**src/rtl/uart_mmio_if.sv**
```systemverilog
// Data-memory request/response channel between the core and the UART responder.
interface uart_mmio_if;
  logic        req_valid;
  logic        req_ready;
  logic        req_wen;
  logic [63:0] req_addr;
  logic [63:0] req_wdata;
  logic [7:0]  req_wmask;
  logic        resp_valid;
  logic [63:0] resp_rdata;

  modport master (
    output req_valid, req_wen, req_addr, req_wdata, req_wmask,
    input  req_ready, resp_valid, resp_rdata
  );

  modport slave (
    input  req_valid, req_wen, req_addr, req_wdata, req_wmask,
    output req_ready, resp_valid, resp_rdata
  );
endinterface

```
**src/rtl/uart_mmio.sv**
```systemverilog
// Memory-mapped UART responder: TX FIFO drained onto the simulator byte port, RX fetched on RBR reads.
// Optional THR-empty interrupt (tx_irq, IER at offset 1) enabled by defining UART_TX_IRQ_EN.
module uart_mmio #(
  parameter logic [63:0] BASE_ADDR = 64'h0000_0000_1000_0000,
  parameter int unsigned TX_DEPTH  = 8,
  parameter int unsigned TX_GAP    = 0
) (
  input  logic       clock,
  input  logic       reset,
  uart_mmio_if.slave bus,
  output logic       io_uart_out_valid,
  output logic [7:0] io_uart_out_ch,
  output logic       io_uart_in_valid,
  input  logic [7:0] io_uart_in_ch
`ifdef UART_TX_IRQ_EN
  ,
  output logic       tx_irq
`endif
);

  localparam int unsigned PTR_W = (TX_DEPTH > 1) ? $clog2(TX_DEPTH) : 1;
  localparam int unsigned CNT_W = PTR_W + 1;
  localparam int unsigned GAP_W = 8;

  typedef enum logic [1:0] {
    IDLE   = 2'd0,
    RX_REQ = 2'd1,
    RESP   = 2'd2
  } state_t;

  state_t           state_q, state_d;
  logic [7:0]       mem [TX_DEPTH];
  logic [PTR_W-1:0] wr_ptr_q, rd_ptr_q;
  logic [CNT_W-1:0] count_q;
  logic [GAP_W-1:0] gap_q;

  logic        hit, is_rbr, is_thr, is_lsr;
  logic        fifo_full, fifo_empty, tx_idle;
  logic        accept, push, pop, in_valid_d;
  logic [2:0]  offset;
  logic [7:0]  lsr;
  logic [63:0] read_val, rdata_d;
  logic        unused_bits;

  // Address decode for the 8-byte register window
  always_comb begin
    hit    = (bus.req_addr[63:3] == BASE_ADDR[63:3]);
    offset = bus.req_addr[2:0];
    is_rbr = hit & (offset == 3'd0) & ~bus.req_wen;
    is_thr = hit & (offset == 3'd0) & bus.req_wen & bus.req_wmask[0];
    is_lsr = hit & (offset == 3'd5) & ~bus.req_wen;
  end

  assign fifo_full  = (count_q == CNT_W'(TX_DEPTH));
  assign fifo_empty = (count_q == '0);
  assign tx_idle    = (gap_q == '0);
  assign lsr        = {1'b0, fifo_empty & tx_idle, ~fifo_full, 4'b0000, 1'b1};

  // A THR store against a full FIFO is held off; no same-cycle pop bypass
  assign bus.req_ready = (state_q == IDLE) & ~reset & ~(is_thr & fifo_full);
  assign accept        = bus.req_valid & bus.req_ready;
  assign push          = accept & is_thr;
  assign pop           = ~fifo_empty & tx_idle;

`ifdef UART_TX_IRQ_EN
  logic ier_q;
  logic is_ier_wr, is_ier_rd;
  assign is_ier_wr   = hit & (offset == 3'd1) & bus.req_wen & bus.req_wmask[1];
  assign is_ier_rd   = hit & (offset == 3'd1) & ~bus.req_wen;
  assign unused_bits = ^{bus.req_wdata[63:10], bus.req_wdata[8], bus.req_wmask[7:2]};
`else
  assign unused_bits = ^{bus.req_wdata[63:8], bus.req_wmask[7:1]};
`endif

  // Lane-aligned read data for every load except RBR
  always_comb begin
    read_val = '0;
    if (is_lsr) read_val[47:40] = lsr;
`ifdef UART_TX_IRQ_EN
    if (is_ier_rd) read_val[15:8] = {6'b0, ier_q, 1'b0};
`endif
  end

  always_comb begin
    state_d    = state_q;
    in_valid_d = 1'b0;
    rdata_d    = '0;
    unique case (state_q)
      IDLE: begin
        if (accept) begin
          if (is_rbr) begin
            state_d    = RX_REQ;
            in_valid_d = 1'b1;
          end else begin
            state_d = RESP;
            rdata_d = read_val;
          end
        end
      end
      RX_REQ: begin
        state_d = RESP;
        rdata_d = {56'b0, io_uart_in_ch};
      end
      RESP:    state_d = IDLE;
      default: state_d = IDLE;
    endcase
  end

  always_ff @(posedge clock or posedge reset) begin
    if (reset) begin
      state_q          <= IDLE;
      bus.resp_valid   <= 1'b0;
      bus.resp_rdata   <= '0;
      io_uart_in_valid <= 1'b0;
    end else begin
      state_q          <= state_d;
      bus.resp_valid   <= (state_d == RESP);
      bus.resp_rdata   <= rdata_d;
      io_uart_in_valid <= in_valid_d;
    end
  end

  // FIFO storage needs no reset; pointers and count define validity
  always_ff @(posedge clock) begin
    if (push) mem[wr_ptr_q] <= bus.req_wdata[7:0];
  end

  always_ff @(posedge clock or posedge reset) begin
    if (reset) begin
      wr_ptr_q          <= '0;
      rd_ptr_q          <= '0;
      count_q           <= '0;
      gap_q             <= '0;
      io_uart_out_valid <= 1'b0;
      io_uart_out_ch    <= 8'h00;
    end else begin
      io_uart_out_valid <= pop;
      if (push) wr_ptr_q <= wr_ptr_q + PTR_W'(1);
      if (pop) begin
        rd_ptr_q       <= rd_ptr_q + PTR_W'(1);
        io_uart_out_ch <= mem[rd_ptr_q];
        gap_q          <= GAP_W'(TX_GAP);
      end else if (!tx_idle) begin
        gap_q <= gap_q - GAP_W'(1);
      end
      if (push && !pop)      count_q <= count_q + CNT_W'(1);
      else if (pop && !push) count_q <= count_q - CNT_W'(1);
    end
  end

`ifdef UART_TX_IRQ_EN
  always_ff @(posedge clock or posedge reset) begin
    if (reset) begin
      ier_q  <= 1'b0;
      tx_irq <= 1'b0;
    end else begin
      if (accept && is_ier_wr) ier_q <= bus.req_wdata[9];
      tx_irq <= ier_q & fifo_empty;
    end
  end
`endif

endmodule

```
**src/flat_wrapper.sv**
```systemverilog
// flat-port wrapper written by rule: the top's interface ports become plain ports
module uart_mmio_flat 
#(
  parameter logic [63:0] BASE_ADDR = 64'h0000_0000_1000_0000,
  parameter int unsigned TX_DEPTH  = 8,
  parameter int unsigned TX_GAP    = 0
)
  (clock, reset, io_uart_out_valid, io_uart_out_ch, io_uart_in_valid, io_uart_in_ch, bus_req_valid, bus_req_wen, bus_req_addr, bus_req_wdata, bus_req_wmask, bus_req_ready, bus_resp_valid, bus_resp_rdata);
  uart_mmio_if bus_i ();
  input  logic clock;
  input  logic reset;
  output logic io_uart_out_valid;
  output logic [7:0] io_uart_out_ch;
  output logic io_uart_in_valid;
  input  logic [7:0] io_uart_in_ch;
  input wire logic [$bits(bus_i.req_valid)-1:0] bus_req_valid;
  input wire logic [$bits(bus_i.req_wen)-1:0] bus_req_wen;
  input wire logic [$bits(bus_i.req_addr)-1:0] bus_req_addr;
  input wire logic [$bits(bus_i.req_wdata)-1:0] bus_req_wdata;
  input wire logic [$bits(bus_i.req_wmask)-1:0] bus_req_wmask;
  output wire logic [$bits(bus_i.req_ready)-1:0] bus_req_ready;
  output wire logic [$bits(bus_i.resp_valid)-1:0] bus_resp_valid;
  output wire logic [$bits(bus_i.resp_rdata)-1:0] bus_resp_rdata;
  assign bus_i.req_valid = bus_req_valid;
  assign bus_i.req_wen = bus_req_wen;
  assign bus_i.req_addr = bus_req_addr;
  assign bus_i.req_wdata = bus_req_wdata;
  assign bus_i.req_wmask = bus_req_wmask;
  assign bus_req_ready = bus_i.req_ready;
  assign bus_resp_valid = bus_i.resp_valid;
  assign bus_resp_rdata = bus_i.resp_rdata;
  uart_mmio #(.BASE_ADDR(BASE_ADDR), .TX_DEPTH(TX_DEPTH), .TX_GAP(TX_GAP)) u_core (.clock(clock), .reset(reset), .bus(bus_i), .io_uart_out_valid(io_uart_out_valid), .io_uart_out_ch(io_uart_out_ch), .io_uart_in_valid(io_uart_in_valid), .io_uart_in_ch(io_uart_in_ch));
endmodule
```
**config.mk**
```make
export PLATFORM = sky130hd
export DESIGN_NAME = uart_mmio_flat
export DESIGN_NICKNAME = d
export VERILOG_FILES = /design/src/rtl/uart_mmio_if.sv /design/src/rtl/uart_mmio.sv /design/src/flat_wrapper.sv
export SDC_FILE = /design/constraint.sdc
export NUM_CORES = 1
export LEC_CHECK = 0
export ABC_AREA = 0
export CAP_MARGIN = 20
export CORE_ASPECT_RATIO = 0.9
export CORE_MARGIN = 2
export CORE_UTILIZATION = 36
export DETAILED_ROUTE_END_ITERATION = 16
export PLACE_DENSITY = 0.75
export SETUP_SLACK_MARGIN = 0.3
export SKIP_CTS_REPAIR_TIMING = 1
export SYNTH_ARGS = -nofsm -noshare
export SYNTH_HDL_FRONTEND = slang
export SYNTH_SLANG_ARGS = --single-unit
```
**constraint.sdc**
```tcl
create_clock -name clock -period 3.3 [get_ports clock]
set_input_delay 0.33 -clock clock [delete_from_list [all_inputs] [get_ports clock]]
set_output_delay 0.33 -clock clock [all_outputs]
set_load 0.005 [all_outputs]
```
-- Word level (Yosys, flattened, before mapping)
Memories as Yosys holds them, arrays and structs flattened. A register that Yosys moved wholly into a read port is not among the register bits.
Cells that the tools add are included.
- add/subtract/negate cells: 5
- eq/ne operators: 6
- multiplexer cells: 16
- bitwise logic cells: 18
- reductions and logical operators: 9
- operators by type and width (kind ; number):
    one-hot mux 64 bit (2 select lines) ; 1
    2-to-1 mux 64 bit ; 1
    equality test 61 x 26 -> 1 bit (second input constant) ; 1
    2-to-1 mux 47 bit ; 1
    2-to-1 mux 8 bit ; 2
    AND 1 bit ; 13
    logical NOT 8 bit ; 1
    2-to-1 mux 4 bit ; 2
    subtractor 8 x 1 -> 8 bit (second input constant) ; 1
    2-to-1 mux 7 bit ; 1
    adder 3 x 1 -> 3 bit (second input constant) ; 2
    2-to-1 mux 1 bit ; 5
    inverter 1 bit ; 5
    adder 4 x 1 -> 4 bit (second input constant) ; 1
    equality test 4 bit (second input constant) ; 1
    logical NOT 4 bit ; 1
    2-to-1 mux 2 bit ; 2
    one-hot mux 2 bit (2 select lines) ; 1
    subtractor 4 x 1 -> 4 bit (second input constant) ; 1
    equality test 3 bit (second input constant) ; 1
    logical NOT 3 bit ; 1
    equality test 2 x 1 -> 1 bit (second input constant) ; 1
    equality test 2 bit (second input constant) ; 1
    logical AND 1 bit ; 2
    other kinds (4) ; 5
- flip-flop bits (word level): 87
- RAM bits: 64
- word-level logic and storage cells: 64
- memories kept: 1
- memory list (name ; depth ; width ; read ports ; clocked after Yosys merged registers in ; write ports ; line ; text):
    u_core.mem ; 8 ; 8 ; 1 ; 1 ; 1 ; uart_mmio.sv:32 ; logic [7:0] mem [TX_DEPTH];

-- Longest topological paths before layout
- word-level depth: 13
- gate-level depth with buffers: 15
- gate-level depth less buffers: 14

-- Worst setup path before layout
No wires, ideal clock.
- path kind: register to register
- from: reg u_core.gap_q[0]
- to: reg u_core.count_q[3]
- library setup time: 125 ps
- arrival: 3025 ps
- data required time: 3175 ps
- slack: 150 ps
- cell stages (with the launch flop): 16
- clock period less this slack: 3150 ps
- cells stage by stage: dfrtp_1 inv_1 ha_1 or3b_1 or3_4 nor4_4 buf_2 inv_2 ha_1 inv_1 ha_1 a21o_1 a21oi_1 xnor2_1 nor2_1 xor2_1
- cells in the longest elaborated chain, start to end: 5
- RTL lines (element ; line ; text):
    from (decl) ; uart_mmio.sv:35 ; logic [GAP_W-1:0] gap_q;
    from (signal assigned) ; uart_mmio.sv:142 ; gap_q <= GAP_W'(TX_GAP);
    from (signal assigned) ; uart_mmio.sv:144 ; gap_q <= gap_q - GAP_W'(1);
    logical NOT 8 bit (*) ; uart_mmio.sv:56 ; assign tx_idle = (gap_q == '0);
    AND 1 bit (*) ; uart_mmio.sv:63 ; assign pop = ~fifo_empty & tx_idle;
    net u_core.pop ; uart_mmio.sv:39 ; logic accept, push, pop, in_valid_d;
    logical NOT 1 bit ; uart_mmio.sv:146 ; if (push && !pop) count_q <= count_q + CNT_W'(1);
    logical AND 1 bit ; uart_mmio.sv:146 ;
    2-to-1 mux 4 bit / nonzero test 2 bit (equally long branches) ; -- ;
    to (signal assigned) ; uart_mmio.sv:146 ;
    to (signal assigned) ; uart_mmio.sv:147 ; else if (pop && !push) count_q <= count_q - CNT_W'(1);
    to (decl) ; uart_mmio.sv:34 ; logic [CNT_W-1:0] count_q;
Mark *: on every way through the listed nets, which the timed path passes. The rest lies on a longest branch.
A chain may end at the register's enable or synchronous reset.

-- Final worst setup path
- from: reg u_core.gap_q[0]
- to: reg u_core.count_q[3]
- cells in the longest elaborated chain, start to end: 5
- RTL lines (element ; line):
    logical NOT 8 bit (*) ; uart_mmio.sv:56
    AND 1 bit (*) ; uart_mmio.sv:63
    logical NOT 1 bit ; uart_mmio.sv:146
    logical AND 1 bit ; uart_mmio.sv:146
    2-to-1 mux 4 bit / nonzero test 2 bit (equally long branches) ; --
Mark *: on every way between the ends. The rest lies on a longest branch, timed or not.

==> results.md <==
- Synthesized area: 4768 µm²
- RSZ-0062 raised after global routing: yes
- Pins Over Slew Limit: 0
- Adder-Cell Fraction of Synth Area: 1.994%
- Gpl congestion: 0.7554
- Setup total negative slack: 0 ns
- Cell leakage power: 0.002556 µW
- Simple-gate share of the synthesized area: 11.62%
- IO Pins: 224
- Global-route wire length before repair: 14.02 mm
- N_diodes: 0
- Main combinational cell family by area after synthesis: simple AND/OR/NAND/NOR gates
- Internal power: 2110 µW
- Startpoint Class: flop
- Power share of the sequential group: 53.0%
- Final setup viols: 0
- Placed Cells incl. Taps: 607
- Cell Rows: 39
- Hold WC Path Type: primary input to async pin
- Final Net Count: 613
- Chip Height: 113.2 µm
- GR Util All Layers: 12.93%
- Achievable frequency: 334.3 MHz
- Final worst path period share: 90.64%
- Post-synth ARST share: 39.62%
- Max_cap viols: 0
- Post-synthesis mux area share: 10.42%
- Die area: 14180 µm²
- Width of the die: 125.3 µm
- Final worst setup slack: 0.3090 ns
- Top FF cell, synth: edfxtp_1
- PwrDens: 420.6 nW/µm²
- Clock network power share: 41.1%
- Vias in the first global route: 2878
- Crit end category: flop
- # port buffers: 107
- Slowest stage cell, crit path: dfrtp_1
- Final hold slack: 0.2021 ns
- Fin crit period: 2.991 ns
- Net Sw Frac: 20.69%
- WL/cell: 14.64 µm
- Largest net degree at the start of global routing: 29
- Initial antenna violation count: 0
- Core area: 12830 µm²
- Final hold vios: 0
- DR DRC count: 0
- Max Clock Skew: 0.006659 ns
- Area Growth Syn to Fin: 32.64%
- Worst skew pair latency: 0.35 ns
- Pre-CTS setup slack: 0.05795 ns
- Starting Density: 37.16%
- CP Depth: 14
- Clock tree from TritonCTS: yes
- Critical path type: flop to flop
- Tightest Pin Transition: 0.7838 ns
- Post-DP HPWL: 6.690 mm
- Ys Warns: 0
- Via count: 2951
- Final cell count without fillers: 627
- DRT Pass-1 Iters: 4
- Unique masters post-synth: 38
- Reg2Reg Depth: 14
- CTS Root Buffer Type: clkbuf_16
- Outcome: complete, no violations
- Avg Inst Size Synth: 14.45 µm²
- FILL cells: 1095
- Total grt overflow: 0
- 1st-iter DRT viols: 74
- VDD IR max: 0.2439 mV
- CTS buffer count: 9
- Most frequent cells in the layout: 107 x clkdlybuf4s50_1, 64 x edfxtp_1, 53 x conb_1
- Most common cell after layout, fill and taps aside: clkdlybuf4s50_1
- Final wirelength: 9.177 mm
- CP required: 3.57 ns
- Clock sink total: 106
- Routed Antenna Nets: 0
- WP buf/inv: 3
- WP data arrival: 3.26 ns
- Top cell by count, worst path: ha_4
- Layout cells sized above 1: 15.55%
- Gate power share: 5.9%
- Longest Clk Path Bufs: 2
- Part of the Yosys area used for sequential elements: 62.35%
- XOR/XNOR share of the synthesized area: 2.020%
- Crit-path cells: inv_1 > ha_2 > or3b_4 > or3_4 > nor4_4 > inv_2 > ha_4 > inv_4 > ha_4 > a21o_1 > a21oi_2 > xnor2_1 > nor2_1 > xor2_1
- Synth Instances: 330
- Switching pwr: 550.4 µW
- CTS clk-pin slew, worst paths: 0.07 ns
- Crit path max fanout: 5
- Post-synth EDFFs: 64
- CP delay by family, top: simple AND/OR/NAND/NOR gates
- Synth Area in Compound Gates: 1.653%
- Worst slew margin: 47.75%
- Synth Register Bits: 106
- Vias/cell: 4.707
- H-tree depth: 3
- CP peak stage delay: 0.42 ns
## cell usage after synthesis (all sizes together) (2+ instances only)
master	n	area share, %
edfxtp	64	40
buf	61	9.2
dfrtp	42	22
nor4	20	3.3
nor2	19	1.5
mux4	16	7.6
nand2	10	0.79
a21oi	9	0.94
and2	9	1.2
inv	8	0.63
mux2i	8	1.7
xnor2	8	1.5
ha	6	1.6
nor4b	6	1.1
mux2	5	1.2
nand3	5	0.63
nand4	5	0.66
nor3	5	0.76
o21ai	4	0.42
and3	3	0.39
nand2b	3	0.39
xor2	3	0.55
or2	2	0.26
## power by group through the flow
stage | sequential (µW) | combinational [µW] | clock [µW]
after floorplan | 1440 | 75.7 | 0
after global placement | 1440 | 150 | 0
after detailed placement | 1440 | 153 | 0
after CTS | 1410 | 154 | 1120
after global routing | 1410 | 171 | 1170
final | 1410 | 156 | 1090
## path summary, 6_finish.rpt
check | start | endpoint | slack [ns]
worst min-delay path | reset | u_core.bus.resp_rdata[3]$_DFF_PP0_ | 0.20
worst max-delay path | u_core.gap_q[0]$_DFFE_PP0P_ | u_core.count_q[3]$_DFFE_PP0P_ | 0.31
max in group asynchronous | reset | u_core.io_uart_out_ch[3]$_DFFE_PP0P_ | 2.46
min in group clock | u_core.gap_q[5]$_DFFE_PP0P_ | u_core.gap_q[5]$_DFFE_PP0P_ | 0.50
worst min register to register | u_core.gap_q[5]$_DFFE_PP0P_ | u_core.gap_q[5]$_DFFE_PP0P_ | 0.50
worst max register to register | u_core.gap_q[0]$_DFFE_PP0P_ | u_core.count_q[3]$_DFFE_PP0P_ | 0.31
## cell families after synthesis
| kind of cell | count (synthesis) |
|---|---|
| AOI/OAI and AO/OA | 15 |
| xor gates and xnor gates | 11 |
| adders and majority gates | 7 |
| buffers and inverters | 70 |
| DFF | 106 |
| muxes | 29 |
| other | 1 |
| and+or+nand+nor | 91 |
## state kept, by name (all words and copies together) (netlist names)
register,flops
u_core.bus.resp_rdata,11
u_core.bus.resp_valid,1
u_core.count_q,4
u_core.gap_q,8
u_core.io_uart_in_valid,1
u_core.io_uart_out_ch,8
u_core.io_uart_out_valid,1
u_core.mem,64
u_core.rd_ptr_q,3
u_core.state_q,2
u_core.wr_ptr_q,3
## area by class of cell
type	instances	area [µm²]	area share, %
Inverter	8	32.53	0.5143
Tap cell	164	205.2	3.244
Multi-Input combinational cell	206	1560	24.67
Clock buffer	9	225.2	3.561
Sequential cell	106	2973	47.00
Timing Repair Buffer	127	1241	19.62
Clock inverter	7	87.58	1.385
## per-stage QoR
stage | instance area [µm²] | total power (µW) | utilization, %
floorplan | 4975 | 1514 | -
global placement | 5928 | 1587 | 46.19
detailed placement | 5928 | 1591 | 46.19
CTS | 6241 | 2685 | 48.63
global route | 6325 | 2748 | 49.28
finish | 6325 | 2660 | 49.28
## routing by layer
layer | up-vias | track usage, % | wire length [µm]
met3 | 15 | 3.310 | 691
met1 | 1430 | 13.95 | 3383
met2 | 138 | 23.73 | 4842
li1 | 1368 | - | -
met5 | - | 0 | 0
met4 | 0 | 6.222 | 259
Power figures use the tool's default switching activity.
